File: config.mk
export PLATFORM = sky130hd
export DESIGN_NAME = bus_master_port
export DESIGN_NICKNAME = d
export VERILOG_FILES = /design/src/rtl/bus_master_port.sv
export SDC_FILE = /design/constraint.sdc
export NUM_CORES = 1
export LEC_CHECK = 0
export BUFFER_PORTS_ARGS = -buffer_cell sky130_fd_sc_hd__buf_2
export CORE_MARGIN = 2
export CORE_UTILIZATION = 30
export CTS_CLUSTER_DIAMETER = 40
export DETAILED_ROUTE_END_ITERATION = 8
export PLACE_DENSITY = 0.52
export SLEW_MARGIN = 0
export SYNTH_ARGS = -nofsm -noshare
export SYNTH_HDL_FRONTEND = slang
export SYNTH_SLANG_ARGS = --single-unit
File: constraint.sdc
create_clock -name clk -period 2.9 [get_ports clk]
set_input_delay 0.29 -clock clk [delete_from_list [all_inputs] [get_ports clk]]
set_output_delay 0.29 -clock clk [all_outputs]
set_load 0.02 [all_outputs]
File: src/rtl/bus_master_port.sv
// bus_master_port: master-side port between a parallel host command/response
// interface and the serial system bus. It takes one command at a time,
// requests the bus and waits for the grant. It then shifts the slave ID,
// the address and any write data out LSB-first, one bit per clock. For a
// read it collects the serial read word. Every command ends with a one-cycle
// response pulse.
// Optional feature: define BUS_MASTER_TIMEOUT_EN to abandon the slave
// acknowledge / read-data waits after TIMEOUT_CYCLES cycles with an error.
// Without it the wait states hold until the slave answers or the grant is lost.
module bus_master_port #(
  parameter int ADDR_WIDTH     = 12,
  parameter int DATA_WIDTH     = 8,
  parameter int SLAVE_ID_WIDTH = 3,
  parameter int TIMEOUT_CYCLES = 64
) (
  input  logic                      clk,
  input  logic                      reset,
  input  logic                      cmd_valid,
  output logic                      cmd_ready,
  input  logic                      cmd_write,
  input  logic [SLAVE_ID_WIDTH-1:0] cmd_slave,
  input  logic [ADDR_WIDTH-1:0]     cmd_addr,
  input  logic [DATA_WIDTH-1:0]     cmd_wdata,
  output logic                      rsp_valid,
  output logic [DATA_WIDTH-1:0]     rsp_rdata,
  output logic                      rsp_err,
  output logic                      m_request,
  input  logic                      m_grant,
  output logic                      m_sel,
  output logic                      m_wdata,
  output logic                      m_valid,
  output logic                      m_write,
  input  logic                      s_ready,
  input  logic                      s_rvalid,
  input  logic                      s_rdata
);

  localparam int MAX_AD = (ADDR_WIDTH > DATA_WIDTH) ? ADDR_WIDTH : DATA_WIDTH;
  localparam int MAX_W  = (MAX_AD > SLAVE_ID_WIDTH) ? MAX_AD : SLAVE_ID_WIDTH;
  localparam int CNT_W  = (MAX_W > 1) ? $clog2(MAX_W) : 1;

  typedef enum logic [3:0] {
    IDLE,
    REQ,
    SEL,
    ADDR,
    WDATA,
    WAIT_ACK,
    WAIT_RD,
    RDATA,
    DONE
  } state_t;

  state_t                    state;
  state_t                    state_next;
  logic                      err_next;
  logic                      err_q;
  logic [CNT_W-1:0]          cnt;
  logic                      write_q;
  logic [SLAVE_ID_WIDTH-1:0] slave_q;
  logic [ADDR_WIDTH-1:0]     addr_q;
  logic [DATA_WIDTH-1:0]     wdata_q;
  logic [DATA_WIDTH-1:0]     rdata_q;
  logic                      accept;
  logic                      last_sel;
  logic                      last_addr;
  logic                      last_wdata;
  logic                      last_rbit;
  logic                      tmo_hit;

  assign accept     = (state == IDLE) && cmd_valid;
  assign last_sel   = (cnt == CNT_W'(SLAVE_ID_WIDTH - 1));
  assign last_addr  = (cnt == CNT_W'(ADDR_WIDTH - 1));
  assign last_wdata = (cnt == CNT_W'(DATA_WIDTH - 1));
  // Bit 0 of the read word is taken in WAIT_RD, so RDATA ends on bit DATA_WIDTH-1.
  assign last_rbit  = (cnt == CNT_W'(DATA_WIDTH - 2));

`ifdef BUS_MASTER_TIMEOUT_EN
  localparam int TMO_W = (TIMEOUT_CYCLES > 1) ? $clog2(TIMEOUT_CYCLES + 1) : 1;

  logic [TMO_W-1:0] tmo_cnt;

  assign tmo_hit = (tmo_cnt == TMO_W'(TIMEOUT_CYCLES - 1));

  // Wait-state timer: restarts on every state change and runs only in the wait states.
  always_ff @(posedge clk or posedge reset) begin
    if (reset) begin
      tmo_cnt <= '0;
    end else if (state_next != state) begin
      tmo_cnt <= '0;
    end else if ((state == WAIT_ACK) || (state == WAIT_RD)) begin
      tmo_cnt <= tmo_cnt + TMO_W'(1);
    end
  end
`else
  // No timer in this build: a non-negative limit never fires, so waits hold.
  assign tmo_hit = (TIMEOUT_CYCLES < 0);
`endif

  // State register.
  always_ff @(posedge clk or posedge reset) begin
    if (reset) begin
      state <= IDLE;
    end else begin
      state <= state_next;
    end
  end

  // Next-state logic, including grant loss, invalid slave ID and timeout errors.
  always_comb begin
    state_next = state;
    err_next   = 1'b0;
    case (state)
      IDLE: begin
        if (cmd_valid) begin
          if (cmd_slave[0]) begin
            state_next = REQ;
          end else begin
            state_next = DONE;
            err_next   = 1'b1;
          end
        end
      end
      REQ: begin
        if (m_grant) begin
          state_next = SEL;
        end
      end
      SEL: begin
        if (!m_grant) begin
          state_next = DONE;
          err_next   = 1'b1;
        end else if (last_sel) begin
          state_next = ADDR;
        end
      end
      ADDR: begin
        if (!m_grant) begin
          state_next = DONE;
          err_next   = 1'b1;
        end else if (last_addr) begin
          state_next = write_q ? WDATA : WAIT_RD;
        end
      end
      WDATA: begin
        if (!m_grant) begin
          state_next = DONE;
          err_next   = 1'b1;
        end else if (last_wdata) begin
          state_next = WAIT_ACK;
        end
      end
      WAIT_ACK: begin
        if (!m_grant) begin
          state_next = DONE;
          err_next   = 1'b1;
        end else if (s_ready) begin
          state_next = DONE;
        end else if (tmo_hit) begin
          state_next = DONE;
          err_next   = 1'b1;
        end
      end
      WAIT_RD: begin
        if (!m_grant) begin
          state_next = DONE;
          err_next   = 1'b1;
        end else if (s_rvalid) begin
          state_next = (DATA_WIDTH > 1) ? RDATA : DONE;
        end else if (tmo_hit) begin
          state_next = DONE;
          err_next   = 1'b1;
        end
      end
      RDATA: begin
        if (!m_grant) begin
          state_next = DONE;
          err_next   = 1'b1;
        end else if (s_rvalid && last_rbit) begin
          state_next = DONE;
        end
      end
      DONE: begin
        state_next = IDLE;
      end
      default: begin
        state_next = IDLE;
      end
    endcase
  end

  // Error flag, captured on the transition into DONE and cleared afterwards.
  always_ff @(posedge clk or posedge reset) begin
    if (reset) begin
      err_q <= 1'b0;
    end else begin
      err_q <= err_next;
    end
  end

  // Bit counter: cleared on every state change, advanced per bit sent or received.
  always_ff @(posedge clk or posedge reset) begin
    if (reset) begin
      cnt <= '0;
    end else if (state_next != state) begin
      cnt <= '0;
    end else if ((state == SEL) || (state == ADDR) || (state == WDATA) ||
                 ((state == RDATA) && s_rvalid)) begin
      cnt <= cnt + CNT_W'(1);
    end
  end

  // Command latch and serialisers: fields shift right so bit 0 is always the next bit out.
  always_ff @(posedge clk or posedge reset) begin
    if (reset) begin
      write_q <= 1'b0;
      slave_q <= '0;
      addr_q  <= '0;
      wdata_q <= '0;
    end else if (accept) begin
      write_q <= cmd_write;
      slave_q <= cmd_slave;
      addr_q  <= cmd_addr;
      wdata_q <= cmd_wdata;
    end else begin
      if (state == SEL) begin
        slave_q <= slave_q >> 1;
      end
      if (state == ADDR) begin
        addr_q <= addr_q >> 1;
      end
      if (state == WDATA) begin
        wdata_q <= wdata_q >> 1;
      end
    end
  end

  // Read deserialiser: bits enter at the MSB, so after DATA_WIDTH bits the first one sits at bit 0.
  always_ff @(posedge clk or posedge reset) begin
    if (reset) begin
      rdata_q <= '0;
    end else if (accept) begin
      rdata_q <= '0;
    end else if (((state == WAIT_RD) || (state == RDATA)) && s_rvalid) begin
      rdata_q <= (rdata_q >> 1) | (DATA_WIDTH'(s_rdata) << (DATA_WIDTH - 1));
    end
  end

  // Moore outputs decoded from the state and the latched command.
  always_comb begin
    cmd_ready = 1'b0;
    rsp_valid = 1'b0;
    rsp_err   = 1'b0;
    rsp_rdata = '0;
    m_request = 1'b0;
    m_sel     = 1'b0;
    m_wdata   = 1'b0;
    m_valid   = 1'b0;
    m_write   = 1'b0;
    case (state)
      IDLE: begin
        cmd_ready = 1'b1;
      end
      REQ: begin
        m_request = 1'b1;
      end
      SEL: begin
        m_request = 1'b1;
        m_write   = write_q;
        m_sel     = slave_q[0];
      end
      ADDR: begin
        m_request = 1'b1;
        m_write   = write_q;
        m_valid   = 1'b1;
        m_wdata   = addr_q[0];
      end
      WDATA: begin
        m_request = 1'b1;
        m_write   = write_q;
        m_valid   = 1'b1;
        m_wdata   = wdata_q[0];
      end
      WAIT_ACK, WAIT_RD, RDATA: begin
        m_request = 1'b1;
        m_write   = write_q;
      end
      DONE: begin
        rsp_valid = 1'b1;
        rsp_err   = err_q;
        if (!err_q && !write_q) begin
          rsp_rdata = rdata_q;
        end
      end
      default: begin
        cmd_ready = 1'b0;
      end
    endcase
  end

endmodule

==> reports/summary.json, run 1 <==
{
  "netlist_instances": 237,
  "maxCapViolations": 0,
  "ios": 47,
  "synth_async_sr_flop_share": 1.000,
  "first_iter_violations": 123,
  "syn-num-nets": 270,
  "grt_first_pass_wirelength_mm": 9.604,
  "synth_seq_cells": 41,
  "cts_root_buffer_type": "sky130_fd_sc_hd__clkbuf_8",
  "cts_repair_resize_count": 0,
  "slew_violations": 0,
  "clock_sinks": 41,
  "antennaDiodeCount": 0,
  "netlist_area_before_placement_um2": 2271,
  "placed_cells_incl_taps": 372,
  "cts_tree": "yes",
  "drtPass1Iterations": 4,
  "post-route-min-period_ps": 2491,
  "initial_utilization": 0.3114,
  "ys_warn_count": 0,
  "slew_of_the_pin_with_the_lowest_slew_margin_ps": 705.4,
  "reg2reg_depth": 6,
  "p_leak_uw": 0.001296,
  "postCtsSetupRepairBufs": 0,
  "final_net_count": 313,
  "clk_lat_worst_skew_ps": 300,
  "numPortBuffers": 46,
  "critPathMaxFanout": 21,
  "gr_ovfl_total": 0,
  "die-width_um": 91.01,
  "place.detailed.hpwl_mm": 4.053,
  "die_outline_height_um": 91.01,
  "antenna_found_initial": 0,
  "critical_path.max_stage_delay_ps": 640,
  "htreeDepth": 2,
  "detail_route.drc_violations": 0,
  "number_of_hold_buffers_added_after_cts": 0,
  "worst_setup_margin_ps": 409.2,
  "run_status": "complete, no violations",
  "power.density_nw_per_um2": 657.2,
  "timing.critical_path.cells": "nor3_1, and2_1, nor3b_2, and2_1, buf_2",
  "final_common_cell": "sky130_fd_sc_hd__nand2_1",
  "finished_layout_cells": 380,
  "most-common-layout-cells": "51 x sky130_fd_sc_hd__nand2_1, 46 x sky130_fd_sc_hd__buf_2, 41 x sky130_fd_sc_hd__dfrtp_1, 19 x sky130_fd_sc_hd__a22oi_1, 11 x sky130_fd_sc_hd__and2_1",
  "final_layout_size_suffix_gt1_frac": 0.2491,
  "cp_data_required_time_ps": 2610,
  "worst_path_max_delay_cell": "sky130_fd_sc_hd__dfrtp_1",
  "synth-edff-count": 0,
  "setup-tns-final_ps": 0,
  "grt_pass1_vias": 1919,
  "core.rowCount": 31,
  "final_hold_viol_count": 0,
  "hold_path_class": "input pin to async pin",
  "fmaxAchievable_mhz": 401.5,
  "cp_data_arrival_time_ps": 2200,
  "vdd_ir_drop_max_uv": 251.8,
  "synth-seq-area-share": 0.4518,
  "syn2layout_area_growth_pct": 20.28,
  "synthDistinctLibCells": 47,
  "placedInstanceArea_um2": 2594,
  "gp_routability_congestion": 0.7919,
  "finClkSkew_ps": 6.094,
  "grt_max_degree": 26,
  "yosys_most_used_dff": "sky130_fd_sc_hd__dfrtp_1",
  "rsz_0062_raised_after_global_routing": "no",
  "track_usage": 0.1427,
  "number_of_nets_with_antenna_violations_after_detailed_routing": 0,
  "worst_setup_path_start_kind": "flop",
  "tritoncts.num_buffers": 5,
  "kind_of_critical_path": "flop to output pin",
  "dieArea_um2": 8282,
  "syn_avg_cell_area_um2": 9.582,
  "worst_setup_hold_path_clk_slew_ps": 90,
  "dr_total_vias": 1909,
  "ctsLongestPathBuffers": 2,
  "layout.core_utilization": 0.3746,
  "wirelength_mm": 5.601,
  "design.core.area_um2": 7292,
  "timing.slew.headroom": 0.5176,
  "timing.final.crit_share": 0.8589,
  "final_area_um2": 2731,
  "place_ws_ps": 711.8,
  "worstSetupEndpointType": "output pin",
  "cpMostUsedCell": "sky130_fd_sc_hd__and2_1",
  "wl_per_cell_um": 14.74,
  "timing.final.setup_violations": 0,
  "detail_route.vias_per_cell": 5.024
}
-- worst max-delay path, delay by kind of cell, from the launching register on --
kind / cells / cell delay (ps)
DFF: 1 / 640
and+or+nand+nor: 4 / 1110
buffers and inverters: 1 / 160
-- area by class of cell --
class,instances,area [µm²]
multi-input combinational,174,1150
tap,99,123.9
timing repair buffer,51,267.8
fill,785,4561
inverter,7,26.28
sequential,41,1026
clock buffer,5,68.82
clock inverter,3,68.82
-- final timing paths --
path / end / slack (ps) / start
max: rsp_rdata[2] / 410 / state[2]
min: addr_q[6] / 70 / reset
max reg2reg: cnt[1] / 650 / state[2]
min reg2reg: addr_q[8] / 480 / addr_q[8]
max in group asynchronous: cnt[3] / 2030 / reset
min in group clk: slave_q[2] / 190 / cmd_slave[2]
-- kinds of logic after synthesis --
logic type | after synthesis | synth area share
buffers and inverters | 22 | 0.04849
and+or+nand+nor | 114 | 0.2738
muxes | 1 | 0.004408
DFF | 41 | 0.4518
xor gates and xnor gates | 3 | 0.01157
adders and majority gates | 2 | 0.01102
AOI/OAI and AO/OA | 54 | 0.1989
-- report_power, final --
part / total (µW) / internal [µW] / switching (µW)
clock: 564 / 347 / 218
sequential: 813 / 704 / 108
combinational: 418 / 173 / 245
total: 1790 / 1220 / 571
-- Yosys cell counts (2+ instances only) --
| cell | number | area share |
|---|---|---|
| sky130_fd_sc_hd__nor3_1 | 7 | 0.015 |
| sky130_fd_sc_hd__o21ai_0 | 3 | 0.0066 |
| sky130_fd_sc_hd__and3_1 | 3 | 0.0083 |
| sky130_fd_sc_hd__dfrtp_1 | 41 | 0.45 |
| sky130_fd_sc_hd__clkbuf_1 | 5 | 0.0083 |
| sky130_fd_sc_hd__a22oi_1 | 19 | 0.063 |
| sky130_fd_sc_hd__nand3_1 | 5 | 0.011 |
| sky130_fd_sc_hd__a21oi_1 | 3 | 0.0066 |
| sky130_fd_sc_hd__a22o_1 | 9 | 0.035 |
| sky130_fd_sc_hd__buf_6 | 2 | 0.0099 |
| sky130_fd_sc_hd__ha_1 | 2 | 0.011 |
| sky130_fd_sc_hd__o21ai_1 | 4 | 0.0088 |
| sky130_fd_sc_hd__buf_2 | 7 | 0.015 |
| sky130_fd_sc_hd__nor2_1 | 8 | 0.013 |
| sky130_fd_sc_hd__inv_1 | 7 | 0.012 |
| sky130_fd_sc_hd__nor3b_1 | 3 | 0.0099 |
| sky130_fd_sc_hd__a2111oi_2 | 2 | 0.013 |
| sky130_fd_sc_hd__nor2b_1 | 6 | 0.017 |
| sky130_fd_sc_hd__and2_1 | 11 | 0.030 |
| sky130_fd_sc_hd__nor4_2 | 2 | 0.011 |
| sky130_fd_sc_hd__and4b_1 | 4 | 0.018 |
| sky130_fd_sc_hd__xnor2_1 | 3 | 0.012 |
| sky130_fd_sc_hd__nand2b_1 | 5 | 0.014 |
| sky130_fd_sc_hd__a211o_1 | 3 | 0.012 |
| sky130_fd_sc_hd__nand2_1 | 51 | 0.084 |
-- sequential cells by signal, summed over array words and instances (netlist names) --
signal	cells
wdata_q	8
err_q	1
cnt	4
state	4
rdata_q	8
write_q	1
addr_q	12
slave_q	3
-- per-layer routing --
metal | vias to the layer above | track usage | wire length [µm]
met5 | - | 0 | 0
met4 | 0 | 0.04672 | 121
met3 | 15 | 0.03651 | 235
met2 | 42 | 0.2247 | 2542
met1 | 915 | 0.1916 | 2701
li1 | 937 | - | -
-- metrics by stage --
step	power, µW	hold WS [ps]
2_1_floorplan	1109	395.4
6_report	1795	70.95
5_1_grt	1912	144.4
3_3_place_gp	1241	443.7
4_1_cts	1821	104.0
3_5_place_dp	1246	436.3
No activity file was read; power rests on OpenSTA's default activity.
==> inputs of run 2 (changes only) <==
--- a/config.mk
+++ b/config.mk
@@ -11,5 +11,5 @@
 export CTS_CLUSTER_DIAMETER = 40
 export DETAILED_ROUTE_END_ITERATION = 8
-export PLACE_DENSITY = 0.52
+export PLACE_DENSITY = 0.54
 export SLEW_MARGIN = 0
 export SYNTH_ARGS = -nofsm -noshare
==> constraint.sdc (replaced) <==
create_clock -name clk -period 2 [get_ports clk]
set_input_delay 0.2 -clock clk [delete_from_list [all_inputs] [get_ports clk]]
set_output_delay 0.2 -clock clk [all_outputs]
set_load 0.005 [all_outputs]
==> reports/summary.json, run 2 (synthesis gave the netlist of run 1 again) <==
{
  "gr_ovfl_total": {"value": 0, "change": "unchanged"},
  "grt_pass1_vias": {"value": 1883, "change": "was 1,919"},
  "track_usage": {"value": 0.1449, "change": "was 0.1427"},
  "comb_power_share": {"value": 0.299, "change": "was 0.233"},
  "grt_first_pass_wirelength": {"value": 9.639, "unit": "mm", "change": "was 9.604 mm"},
  "first_iter_violations": {"value": 191, "change": "was 123"},
  "finClkSkew": {"value": 8.416, "unit": "ps", "change": "was 6.094 ps"},
  "cp_data_arrival_time": {"value": 2130, "unit": "ps", "change": "was 2200 ps"},
  "r2r_setup_slack": {"value": 60, "unit": "ps", "change": "was 650 ps"},
  "ctsLongestPathBuffers": {"value": 2, "change": "unchanged"},
  "die_outline_height": {"value": 91.01, "unit": "µm", "change": "unchanged"},
  "cts_tree": {"value": "yes", "change": "unchanged"},
  "kind_of_critical_path": {"value": "flop to flop", "change": "was flop to output pin"},
  "antenna_found_initial": {"value": 0, "change": "unchanged"},
  "numPortBuffers": {"value": 46, "change": "unchanged"},
  "detail_route.vias_per_cell": {"value": 4.926, "change": "was 5.024"},
  "place.detailed.hpwl": {"value": 4.237, "unit": "mm", "change": "was 4.053 mm"},
  "most-common-layout-cells": {"value": "51 x sky130_fd_sc_hd__nand2_1, 46 x sky130_fd_sc_hd__buf_2, 39 x sky130_fd_sc_hd__dfrtp_1, 31 x sky130_fd_sc_hd__buf_4, 19 x sky130_fd_sc_hd__a22oi_1", "change": "was 51 x sky130_fd_sc_hd__nand2_1, 46 x sky130_fd_sc_hd__buf_2, 41 x sky130_fd_sc_hd__dfrtp_1, 19 x sky130_fd_sc_hd__a22oi_1, 11 x sky130_fd_sc_hd__and2_1"},
  "final_common_cell": {"value": "sky130_fd_sc_hd__nand2_1", "change": "unchanged"},
  "cts_root_buffer_type": {"value": "sky130_fd_sc_hd__clkbuf_8", "change": "unchanged"},
  "placed_cells_incl_taps": {"value": 388, "change": "was 372"},
  "vdd_ir_drop_max": {"value": 366.2, "unit": "µV", "change": "was 251.8 µV"},
  "ios": {"value": 47, "change": "unchanged"},
  "dieArea": {"value": 8282, "unit": "µm²", "change": "unchanged"},
  "layout.core_utilization": {"value": 0.4048, "change": "was 0.3746"},
  "critPathMaxFanout": {"value": 14, "change": "was 21"},
  "dr_total_vias": {"value": 1995, "change": "was 1,909"},
  "grt_max_degree": {"value": 42, "change": "was 26"},
  "clk_lat_worst_skew": {"value": 290, "unit": "ps", "change": "was 300 ps"},
  "run_status": {"value": "complete, no violations", "change": "unchanged"},
  "drtPass1Iterations": {"value": 4, "change": "unchanged"},
  "timing.slew.headroom": {"value": 0.5994, "change": "was 0.5176"},
  "wirelength": {"value": 5.825, "unit": "mm", "change": "was 5.601 mm"},
  "syn2layout_area_growth": {"value": 29.97, "unit": "%", "change": "was 20.28%"},
  "timing.final.crit_share": 0.9723,
  "power.switching": {"value": 822.7, "unit": "µW", "change": "was 570.9 µW"},
  "maxCapViolations": {"value": 0, "change": "unchanged"},
  "share_clk_of_total_power": {"value": 0.227, "change": "was 0.314"},
  "worst_r2r_startpoint": {"value": "state[2]", "change": "unchanged"},
  "antennaDiodeCount": {"value": 0, "change": "unchanged"},
  "reg2reg_depth": {"value": 7, "change": "was 6"},
  "core.rowCount": {"value": 31, "change": "unchanged"},
  "clock_sinks": {"value": 41, "change": "unchanged"},
  "pwr-share-seq": {"value": 0.474, "change": "was 0.453"},
  "initial_utilization": {"value": 0.3114, "change": "unchanged"},
  "hold_path_class": {"value": "input pin to async pin", "change": "unchanged"},
  "totalPowerFinal": {"value": 2457, "unit": "µW", "change": "was 1795 µW"},
  "worst_setup_path_start_kind": {"value": "flop", "change": "unchanged"},
  "slew_of_the_pin_with_the_lowest_slew_margin": {"value": 598.7, "unit": "ps", "change": "was 705.4 ps"},
  "place_ws": {"value": -51.69, "unit": "ps", "change": "was 711.8 ps"},
  "post-route-min-period_ps": 1945,
  "final_layout_size_suffix_gt1_frac": {"value": 0.3431, "change": "was 0.2491"},
  "fmaxAchievable_mhz": 514.2,
  "final_hold_viol_count": {"value": 0, "change": "unchanged"},
  "power.density": {"value": 832.4, "unit": "nW/µm²", "change": "was 657.2 nW/µm²"},
  "p_leak": {"value": 0.001430, "unit": "µW", "change": "was 0.001296 µW"},
  "timing.final.setup_violations": {"value": 0, "change": "unchanged"},
  "r2r_end": {"value": "cnt[1]", "change": "unchanged"},
  "worstSetupEndpointType": {"value": "flop", "change": "was output pin"},
  "slew_violations": {"value": 0, "change": "unchanged"},
  "reg.largest.list": {"value": "addr_q: 12 flops, rdata_q: 8 flops, wdata_q: 8 flops", "change": "unchanged"},
  "design.core.area": {"value": 7292, "unit": "µm²", "change": "unchanged"},
  "rsz_0062_raised_after_global_routing": {"value": "yes", "change": "was no"},
  "htreeDepth": {"value": 2, "change": "unchanged"},
  "tritoncts.num_buffers": {"value": 5, "change": "unchanged"},
  "internal_power_summed_over_all_cells": {"value": 1634, "unit": "µW", "change": "was 1224 µW"},
  "worst_setup_hold_path_clk_slew": {"value": 80, "unit": "ps", "change": "was 90 ps"},
  "largest_register_ffs": {"value": 12, "change": "unchanged"},
  "regMostFlops": {"value": "addr_q", "change": "unchanged"},
  "netSwitchingFraction": {"value": 0.3349, "change": "was 0.3180"},
  "wl_per_cell": {"value": 14.38, "unit": "µm", "change": "was 14.74 µm"},
  "detail_route.drc_violations": {"value": 0, "change": "unchanged"},
  "finished_layout_cells": {"value": 405, "change": "was 380"},
  "fillCellCount": {"value": 764, "change": "was 785"},
  "number_of_nets_with_antenna_violations_after_detailed_routing": {"value": 0, "change": "unchanged"},
  "number_of_hold_buffers_added_after_cts": {"value": 0, "change": "unchanged"},
  "worst_setup_margin": {"value": 55.30, "unit": "ps", "change": "was 409.2 ps"},
  "gp_routability_congestion": {"value": 0.8335, "change": "was 0.7919"},
  "setup-tns-final": {"value": 0, "unit": "ps", "change": "unchanged"},
  "cp_data_required_time": {"value": 2180, "unit": "ps", "change": "was 2610 ps"},
  "final_net_count": {"value": 339, "change": "was 313"},
  "die-width": {"value": 91.01, "unit": "µm", "change": "unchanged"}
}
run 2: cell type report:
| type | instances | area [µm²] | share of cell area |
|---|---|---|---|
| Clock inverter | 1 | 7.507 | 0.002543 |
| Clock buffer | 6 | 82.58 | 0.02798 |
| Inverter | 7 | 26.28 | 0.008902 |
| Timing Repair Buffer | 77 | 462.9 | 0.1568 |
| Tap cell | 99 | 123.9 | 0.04197 |
| Multi-Input combinational cell | 174 | 1220 | 0.4133 |
| Sequential cell | 41 | 1028 | 0.3485 |
run 2: critical path: stages, from the launching register on:
cell,delay (ps)
sky130_fd_sc_hd__dfrtp_1,400
sky130_fd_sc_hd__buf_4,150
sky130_fd_sc_hd__buf_4,170
sky130_fd_sc_hd__nor3b_1,150
sky130_fd_sc_hd__a211o_1,320
sky130_fd_sc_hd__nor4_4,170
sky130_fd_sc_hd__nand3_2,140
sky130_fd_sc_hd__a2111oi_4,340
run 2: power by group through the flow:
stage          Clock [µW]  Sequential (µW)  Combinational, µW
2_1_floorplan           0             1130                455
3_3_place_gp            0             1170                657
3_5_place_dp            0             1170                664
4_1_cts               581             1160                697
5_1_grt               608             1190                826
6_report              557             1160                735
run 2: timing repair:
item	4_1_cts	5_1_grt
endpoints found under the hold margin	0	0
pin swaps	1	5
setup endpoints to repair	12	40
resized for setup	4	12
setup buffers	6	4
run 2: through the flow:
stage	hold slack (ps)	area, µm²
after floorplan	305.4	2271
after global placement	357.4	2705
after detailed placement	361.5	2705
after CTS	35.61	2858
after global routing	77.14	2952
final	17.82	2952
run 2: worst max-delay path by stage:
stage	from	end	slack, ps	cells after the start
6_report	state[2]	cnt[1]	60	7
5_1_grt	state[2]	cnt[2]	-30	8
4_1_cts	state[1]	m_sel	10	6
3_5_place_dp	cnt[0]	cnt[1]	-50	8
3_3_place_gp	cnt[0]	cnt[1]	-50	8
2_1_floorplan	state[0]	cnt[0]	200	5
run 2: metal layers:
| layer | global-route usage | part of all wire | vias up |
|---|---|---|---|
| li1 | - | - | 986 |
| met1 | 0.2099 | 0.47 | 960 |
| met2 | 0.2210 | 0.48 | 43 |
| met3 | 0.02905 | 0.039 | 6 |
| met4 | 0.03788 | 0.012 | 0 |
| met5 | 0 | 0 | - |
==> inputs of run 3 (changes only) <==
- SETUP_SLACK_MARGIN: unset -> 0.2
==> reports/summary.json, run 3 (synthesis gave the netlist of run 1 again) <==
{
  "fillCellCount": {"value": 757, "change": "was 764"},
  "critPathMaxFanout": {"value": 14, "change": "unchanged"},
  "htreeDepth": {"value": 2, "change": "unchanged"},
  "clock_sinks": {"value": 41, "change": "unchanged"},
  "seq_area": {"value": 1030, "unit": "µm²", "change": "was 1028 µm²"},
  "clk_lat_worst_skew": {"value": 290, "unit": "ps", "change": "about the same"},
  "worst_r2r_startpoint": {"value": "state[2]", "change": "unchanged"},
  "regMostFlops": {"value": "addr_q", "change": "unchanged"},
  "detail_route.drc_violations": {"value": 0, "change": "unchanged"},
  "wirelength": {"value": 5.973, "unit": "mm", "change": "was 5.825 mm"},
  "pwr-share-seq": {"value": 0.462, "change": "was 0.474"},
  "numPortBuffers": {"value": 46, "change": "unchanged"},
  "rsz_0062_raised_after_global_routing": {"value": "yes", "change": "unchanged"},
  "final_hold_viol_count": {"value": 0, "change": "unchanged"},
  "tritoncts.num_buffers": {"value": 5, "change": "unchanged"},
  "worstSetupEndpointType": {"value": "flop", "change": "unchanged"},
  "worst_setup_hold_path_clk_slew": {"value": 80, "unit": "ps", "change": "about the same"},
  "number_of_nets_with_antenna_violations_after_detailed_routing": {"value": 0, "change": "unchanged"},
  "detail_route.vias_per_cell": {"value": 4.885, "change": "was 4.926"},
  "syn2layout_area_growth": {"value": 35.98, "unit": "%", "change": "was 29.97%"},
  "final_layout_size_suffix_gt1_frac": {"value": 0.3711, "change": "was 0.3431"},
  "cts_root_buffer_type": {"value": "sky130_fd_sc_hd__clkbuf_8", "change": "unchanged"},
  "comb_power_share": {"value": 0.318, "change": "was 0.299"},
  "gr_ovfl_total": {"value": 0, "change": "unchanged"},
  "maxCapViolations": {"value": 0, "change": "unchanged"},
  "drtPass1Iterations": {"value": 4, "change": "unchanged"},
  "timing.slew.headroom": {"value": 0.6037, "change": "was 0.5994"},
  "power.switching": {"value": 836.6, "unit": "µW", "change": "was 822.7 µW"},
  "detailroute.wirelength.met2": {"value": 2.944, "unit": "mm", "change": "was 2.783 mm"},
  "antennaDiodeCount": {"value": 0, "change": "unchanged"},
  "first_iter_violations": {"value": 131, "change": "was 191"},
  "cts_tree": {"value": "yes", "change": "unchanged"},
  "place.detailed.hpwl": {"value": 4.237, "unit": "mm", "change": "unchanged"},
  "dr_total_vias": {"value": 2037, "change": "was 1,995"},
  "reg2reg_depth": {"value": 6, "change": "was 7"},
  "die-width": {"value": 91.01, "unit": "µm", "change": "unchanged"},
  "core.rowCount": {"value": 31, "change": "unchanged"},
  "timing.final.crit_share": {"value": 0.9503, "change": "was 0.9723"},
  "route.top_layer_used": {"value": "met4", "change": "unchanged"},
  "grt_pass1_vias": {"value": 1977, "change": "was 1,883"},
  "dieArea": {"value": 8282, "unit": "µm²", "change": "unchanged"},
  "grt_first_pass_wirelength": {"value": 10.05, "unit": "mm", "change": "was 9.639 mm"},
  "wl_met3": {"value": 205, "unit": "µm", "change": "was 226 µm"},
  "p_leak": {"value": 0.001491, "unit": "µW", "change": "was 0.001430 µW"},
  "cp_data_required_time": {"value": 2170, "unit": "ps", "change": "was 2180 ps"},
  "antenna_found_initial": {"value": 0, "change": "unchanged"},
  "timing.final.setup_violations": {"value": 0, "change": "unchanged"},
  "hold_path_class": {"value": "input pin to async pin", "change": "unchanged"},
  "reg.largest.list": {"value": "addr_q: 12 flops, rdata_q: 8 flops, wdata_q: 8 flops", "change": "unchanged"},
  "area_of_the_multi_input_gates": {"value": 1227, "unit": "µm²", "change": "was 1220 µm²"},
  "largest_register_ffs": {"value": 12, "change": "unchanged"},
  "r2r_setup_slack": {"value": 100, "unit": "ps", "change": "was 60 ps"},
  "cp_data_arrival_time": {"value": 2070, "unit": "ps", "change": "was 2130 ps"},
  "fmaxAchievable": {"value": 526.1, "unit": "MHz", "change": "was 514.2 MHz"},
  "slew_violations": {"value": 0, "change": "unchanged"},
  "grt_max_degree": {"value": 42, "change": "unchanged"},
  "worst_setup_path_start_kind": {"value": "flop", "change": "unchanged"},
  "slew_of_the_pin_with_the_lowest_slew_margin": {"value": 592.2, "unit": "ps", "change": "was 598.7 ps"},
  "final_net_count": {"value": 351, "change": "was 339"},
  "finClkSkew": {"value": 7.954, "unit": "ps", "change": "was 8.416 ps"},
  "vdd_ir_drop_max": {"value": 364.9, "unit": "µV", "change": "was 366.2 µV"},
  "ctsLongestPathBuffers": {"value": 2, "change": "unchanged"},
  "wl_met1": {"value": 2.764, "unit": "mm", "change": "was 2.743 mm"},
  "power.density": {"value": 817.3, "unit": "nW/µm²", "change": "was 832.4 nW/µm²"},
  "run_status": {"value": "complete, no violations", "change": "unchanged"},
  "wl_per_cell": {"value": 14.32, "unit": "µm", "change": "was 14.38 µm"},
  "post-route-min-period": {"value": 1901, "unit": "ps", "change": "was 1945 ps"},
  "worst_setup_margin": {"value": 99.35, "unit": "ps", "change": "was 55.30 ps"},
  "layout.core_utilization": {"value": 0.4235, "change": "was 0.4048"},
  "netSwitchingFraction": {"value": 0.3315, "change": "was 0.3349"},
  "track_usage": {"value": 0.1502, "change": "was 0.1449"},
  "share_clk_of_total_power": {"value": 0.221, "change": "was 0.227"},
  "die_outline_height": {"value": 91.01, "unit": "µm", "change": "unchanged"},
  "design.core.area": {"value": 7292, "unit": "µm²", "change": "unchanged"},
  "place_ws": {"value": -51.69, "unit": "ps", "change": "unchanged"},
  "ios": {"value": 47, "change": "unchanged"},
  "kind_of_critical_path": {"value": "flop to flop", "change": "unchanged"},
  "internal_power_summed_over_all_cells": {"value": 1687, "unit": "µW", "change": "was 1634 µW"},
  "r2r_end": {"value": "cnt[3]", "change": "was cnt[1]"},
  "gp_routability_congestion": {"value": 0.8335, "change": "unchanged"},
  "number_of_hold_buffers_added_after_cts": {"value": 0, "change": "unchanged"},
  "final_common_cell": {"value": "sky130_fd_sc_hd__nand2_1", "change": "unchanged"},
  "most-common-layout-cells": {"value": "51 x sky130_fd_sc_hd__nand2_1, 43 x sky130_fd_sc_hd__buf_2, 38 x sky130_fd_sc_hd__dfrtp_1, 38 x sky130_fd_sc_hd__buf_4, 19 x sky130_fd_sc_hd__a22oi_1", "change": "was 51 x sky130_fd_sc_hd__nand2_1, 46 x sky130_fd_sc_hd__buf_2, 39 x sky130_fd_sc_hd__dfrtp_1, 31 x sky130_fd_sc_hd__buf_4, 19 x sky130_fd_sc_hd__a22oi_1"},
  "initial_utilization": {"value": 0.3114, "change": "unchanged"}
}
## run 3: cell count changes in the layout (fill, tap and decap cells not counted), sizes merged
cell | previous run | this run
buf | 77 | 89
## run 3: area by class of cell
| type | instances | share of cell area |
|---|---|---|
| inverter | 7 | 0.008509 |
| multi-input combinational | 174 | 0.3975 |
| clock buffer | 6 | 0.02674 |
| tap | 99 | 0.04011 |
| clock inverter | 1 | 0.002431 |
| sequential | 41 | 0.3335 |
| timing repair buffer | 89 | 0.1912 |
## run 3: layer usage
metal	vias up	track usage
met5	-	0
met4	0	0.03788
met3	7	0.02905
met2	35	0.2364
met1	983	0.2126
li1	1012	-
## run 3: worst max-delay path by stage
stage | cells after the start | end | from | slack [ps]
2_1_floorplan | 5 | cnt[0] | state[0] | 200
3_3_place_gp | 8 | cnt[1] | cnt[0] | -50
3_5_place_dp | 8 | cnt[1] | cnt[0] | -50
4_1_cts | 6 | rsp_rdata[2] | state[2] | 70
5_1_grt | 5 | cnt[2] | state[1] | -30
6_report | 6 | cnt[3] | state[2] | 100
## run 3: power by group through the flow
stage	clock network (µW)	logic, µW	registers (µW)
6_report	557	802	1170
5_1_grt	609	899	1190
4_1_cts	581	796	1160
3_5_place_dp	0	664	1170
3_3_place_gp	0	657	1170
2_1_floorplan	0	455	1130
## run 3: timing repair
action / in CTS / in global routing
gates resized for setup: 24 / 3
hold endpoints to repair: 0 / 0
pin swaps: 12 / 2
setup endpoints to repair: 41 / 47
buffers inserted: 21 / 1
gates cloned: 0 / 0
## run 3: worst max-delay path, cell delays in order (launching register included)
cell                      delay (ps)
sky130_fd_sc_hd__dfrtp_1         430
sky130_fd_sc_hd__buf_4           220
sky130_fd_sc_hd__nor3b_2         210
sky130_fd_sc_hd__a32oi_1         140
sky130_fd_sc_hd__or3_1           390
sky130_fd_sc_hd__a31oi_4         290
sky130_fd_sc_hd__nor3_1          100
## run 3: stage by stage
stage / setup TNS, ps / hold WS [ps] / power (µW) / cells / instance area [µm²]
3_3_place_gp: -51.26 / 357.4 / 1824 / 388 / 2705
3_5_place_dp: -51.69 / 361.5 / 1830 / 388 / 2705
2_1_floorplan: 0 / 305.4 / 1584 / 237 / 2271
4_1_cts: 0 / 35.56 / 2538 / 416 / 3065
5_1_grt: -219.1 / 77.09 / 2699 / 417 / 3088
6_report: 0 / 19.61 / 2524 / 417 / 3088
